### src/rtl/riscv_pipe_pkg.sv
// Shared definitions for the in-order pipeline stage registers (IF/ID, ID/EX, EX/MEM, MEM/WB).
package riscv_pipe_pkg;

  localparam logic [31:0] RV_NOP = 32'h00000013;

  typedef enum logic [1:0] {
    EMPTY = 2'd0,
    ONE   = 2'd1,
    FULL  = 2'd2
  } pipe_state_t;

  typedef enum logic [1:0] {
    MAIN_HOLD,
    MAIN_LOAD_IN,
    MAIN_LOAD_SKID,
    MAIN_CLEAR
  } main_op_t;

  typedef enum logic [1:0] {
    SKID_HOLD,
    SKID_LOAD_IN,
    SKID_CLEAR
  } skid_op_t;

endpackage

### src/rtl/if_id_skid_reg.sv
// IF/ID pipeline register with a 2-entry skid buffer; in_ready is a pure flop output.
module if_id_skid_reg
  import riscv_pipe_pkg::*;
#(
  parameter int unsigned        INSTR_W   = 32,
  parameter int unsigned        PC_W      = 64,
  parameter logic [INSTR_W-1:0] NOP_INSTR = INSTR_W'(RV_NOP)
) (
  input  logic               clk,
  input  logic               reset_n,
  input  logic               flush,
  input  logic               in_valid,
  output logic               in_ready,
  input  logic [INSTR_W-1:0] in_instr,
  input  logic [PC_W-1:0]    in_pc,
  output logic               out_valid,
  input  logic               out_ready,
  output logic [INSTR_W-1:0] out_instr,
  output logic [PC_W-1:0]    out_pc
);

  pipe_state_t        state, state_nxt;
  main_op_t           main_op;
  skid_op_t           skid_op;
  logic               accept, deliver;
  logic [INSTR_W-1:0] skid_instr;
  logic [PC_W-1:0]    skid_pc;

  always_comb begin
    accept    = in_valid & in_ready;
    deliver   = out_valid & out_ready;
    state_nxt = state;
    main_op   = MAIN_HOLD;
    skid_op   = SKID_HOLD;
    if (flush) begin
      state_nxt = EMPTY;
      main_op   = MAIN_CLEAR;
      skid_op   = SKID_CLEAR;
    end else begin
      case (state)
        EMPTY: begin
          if (accept) begin
            state_nxt = ONE;
            main_op   = MAIN_LOAD_IN;
          end
        end
        ONE: begin
          if (accept && deliver) begin
            main_op = MAIN_LOAD_IN;
          end else if (accept) begin
            state_nxt = FULL;
            skid_op   = SKID_LOAD_IN;
          end else if (deliver) begin
            state_nxt = EMPTY;
            main_op   = MAIN_CLEAR;
          end
        end
        FULL: begin
          // Skid drains into main only; accept is impossible here since in_ready=0.
          if (deliver) begin
            state_nxt = ONE;
            main_op   = MAIN_LOAD_SKID;
            skid_op   = SKID_CLEAR;
          end
        end
        default: begin
          state_nxt = EMPTY;
          main_op   = MAIN_CLEAR;
          skid_op   = SKID_CLEAR;
        end
      endcase
    end
  end

  always_ff @(posedge clk or negedge reset_n) begin
    if (!reset_n) begin
      state     <= EMPTY;
      out_valid <= 1'b0;
      in_ready  <= 1'b1;
      out_instr <= NOP_INSTR;
      out_pc    <= '0;
    end else begin
      state     <= state_nxt;
      out_valid <= (state_nxt != EMPTY);
      in_ready  <= (state_nxt != FULL);
      case (main_op)
        MAIN_LOAD_IN: begin
          out_instr <= in_instr;
          out_pc    <= in_pc;
        end
        MAIN_LOAD_SKID: begin
          out_instr <= skid_instr;
          out_pc    <= skid_pc;
        end
        MAIN_CLEAR: begin
          out_instr <= NOP_INSTR;
          out_pc    <= '0;
        end
        default: ;
      endcase
    end
  end

  always_ff @(posedge clk or negedge reset_n) begin
    if (!reset_n) begin
      skid_instr <= NOP_INSTR;
      skid_pc    <= '0;
    end else begin
      case (skid_op)
        SKID_LOAD_IN: begin
          skid_instr <= in_instr;
          skid_pc    <= in_pc;
        end
        SKID_CLEAR: begin
          skid_instr <= NOP_INSTR;
          skid_pc    <= '0;
        end
        default: ;
      endcase
    end
  end

endmodule

### config.mk
export PLATFORM = sky130hd
export DESIGN_NAME = if_id_skid_reg
export DESIGN_NICKNAME = d
export VERILOG_FILES = /design/src/rtl/riscv_pipe_pkg.sv /design/src/rtl/if_id_skid_reg.sv
export SDC_FILE = /design/constraint.sdc
export NUM_CORES = 1
export LEC_CHECK = 0
export CORE_UTILIZATION = 50
export CTS_CLUSTER_DIAMETER = 40
export CTS_CLUSTER_SIZE = 28
export DETAILED_ROUTE_END_ITERATION = 10
export PLACE_DENSITY = 0.86
export SLEW_MARGIN = 20
export SYNTH_ARGS = -nofsm -noshare
export SYNTH_HDL_FRONTEND = slang
export SYNTH_SLANG_ARGS = --single-unit
### constraint.sdc
create_clock -name clk -period 3 [get_ports clk]
set_clock_uncertainty 0.2 [all_clocks]
set_input_delay 0.75 -clock clk [delete_from_list [all_inputs] [get_ports clk]]
set_output_delay 0.75 -clock clk [all_outputs]
set_load 0.03 [all_outputs]
==> results.toml <==
[status]
status = "finished, final reports clean"

[setup_path]
required_ps = 2050
path_cells = "clkdlybuf4s50_1"
startpoint_type = "flop"
cp.arrival_ps = 1710
worstSetupPathType = "reg2out"
cpPeakStageDelay_ps = 710
path_max_fanout = 5
crit_family = "buffers and inverters"
cp_num_buf_inv = 1
endpoint_kind = "output port"
crit_slowest_cell = "clkdlybuf4s50_1"

[floorplanning]
die_area_um2 = 17500
rows = 47
initial_core_util = 0.512
ios = 199
die_h_um = 132
die_width_um = 132
core_area_um2 = 16600

[global_routing]
grt_overflow_total = 0
grt_usage = 0.256
antenna_found_initial = 0
grt_pass1_wl_um = 35600
grt_max_degree = 74
grt_pass1_vias = 6805

[cts]
cts_root_buf = "clkbuf_16"
numCtsBuffers = 17
clk_pin_slew_worst_paths_ps = 70
clkLatencyLatePin_ps = 430
clock_path_buffers = 2
ctsHoldBuffers = 0
cts_tree = "yes"
cts_max_level = 4
cts-resized-gates = 0
post_cts_buffers = 0
cts_sinks = 196

[yosys]
synth-seq-cells = 196
synth_area_um2 = 8500
avgSynthCellArea_um2 = 11.0
yosysTopAreaCellShare = 0.557
synthArstFlopShare = 1.00
synthCells = 775
synth_most_common_cell = "dfrtp_1"
yosys-top-cells-count = "dfrtp_1, nand2_1, o21ai_0, a221o_1, nand2b_1"
ys_types = 32
yosysSeqAreaShare = 0.578
synth-main-ff-cell = "dfrtp_1"
synth_nets = 877
synth_edf_count = 0
yosys.area.top_type = "dfrtp_1"
synth_area_leaders = "dfrtp_1, a221o_1, nand2b_1"
synth_warnings = 0

[detailed_routing]
postRouteAntennaNets = 0
first_pass_iters = 4
avgRoutedWirePerCell_um = 18.2
drc = 0
routed.top_layer = "met4"
dr_wl_met2_um = 10100
wl_um = 21500
vias = 6827
via_per_inst = 5.76
drt_iter0_drc = 584
met1_length_um = 9680
met3WireLength_um = 1490

[finish]
nFillCells = 1233
drive_above_1_share = 0.0798
area_growth_pct = 33.8
diodes = 0
multi_input_area_um2 = 3250
nNetsFinal = 1055
seq_area_um2 = 4910
utilization = 0.686

[placed_design]
dp_hpwl_um = 13600
portBuffers = 198
gp_congestion = 0.780

[power]
cellPowerDensity_nw_per_um2 = 641
p_leak_nw = 5.24
vdd_drop_max_v = 0.000411

[sta]
hold_viol = 0
fmax_mhz = 376
finalSetupTns_ps = 0
rsz0062_at_grt = "no"
setup_violations = 0
slew_violations = 0
worst_slew_pin_slew_ps = 553
fin_crit_sh = 0.886
slew_headroom = 0.631
final.min_clock_period_ps = 2660

[worst_hold_path]
min_path_type = "in2async"

[job]
maxCapViolCount = 0
## path summary, 6_finish.rpt
path | startpoint | end | slack (ps) | cells after the start
hold / removal | reset_n | out_pc[28] | 100 | 1
setup reg to reg | state[1] | skid_pc[52] | 730 | 6
hold reg to reg | skid_instr[0] | skid_instr[0] | 280 | 2
max in group asynchronous | reset_n | out_pc[11] | 1770 | 2
setup / recovery | in_ready | in_ready | 340 | 1
min in group clk | skid_instr[0] | skid_instr[0] | 280 | 2
## cell type report
cell class / count / share of cell area
Sequential cell: 196 / 0.432
Multi-Input combinational cell: 506 / 0.285
Timing Repair Buffer: 231 / 0.209
Clock buffer: 21 / 0.0405
Tap cell: 220 / 0.0242
Clock inverter: 10 / 0.00880
Inverter: 1 / 0.000330
## cell usage in the layout, fill, tap and decap left out, types with 2 or more instances in the layout
cell,instances
dfstp_2,7
a21oi_1,3
clkdlybuf4s50_1,197
mux2i_1,3
nand2b_1,94
o21ai_0,96
dfrtp_1,189
buf_4,22
inv_6,3
clkbuf_1,2
and3_1,93
a21o_1,3
clkbuf_16,17
a2bb2oi_1,3
buf_12,11
clkinvlp_4,4
nand2_1,99
nor2_1,3
a221o_1,94
clkbuf_8,3
## flip-flops by register name, summed over array words and instances (netlist names)
register,cells
state,2
in_ready,1
out_valid,1
out_instr,32
skid_pc,64
out_pc,64
skid_instr,32
## logic make-up after synthesis
group	share of synthesized area
and+or+nand+nor	0.191
adders and majority gates	0.00147
DFF	0.578
buffers and inverters	0.0442
muxes	0.00353
AOI/OAI and AO/OA	0.182
## per-layer routing
layer | track usage | vias to the layer above
li1 | - | 3144
met4 | 0.0754 | 0
met5 | 0 | -
met3 | 0.0561 | 23
met1 | 0.369 | 3408
met2 | 0.389 | 252
## power breakdown
| group | internal (mW) | total [mW] | switching [mW] |
|---|---|---|---|
| Sequential | 3.03 | 3.26 | 0.226 |
| Clock | 1.19 | 2.18 | 0.987 |
| Combinational | 0.813 | 1.85 | 1.03 |
## metrics by stage
step	std cells	setup WS, ps	hold slack [ps]	instance area, um2	total power [mW]
global route	1185	291	132	11400	7.60
floorplan	775	228	250	8500	4.28
CTS	1185	339	133	11400	7.33
detailed placement	1154	1.66	271	10800	5.14
global placement	1154	95.8	261	10800	5.09
finish	1185	341	99.6	11400	7.28
## worst reg2reg max path, cell delays in order, from the launching register on
cell and delay [ps]:
dfrtp_1 500, nand4b_1 250, or3_1 370, ha_4 390
buf_12 270, nand2_1 110, o21ai_0 90
Power figures use the tool's default switching activity.
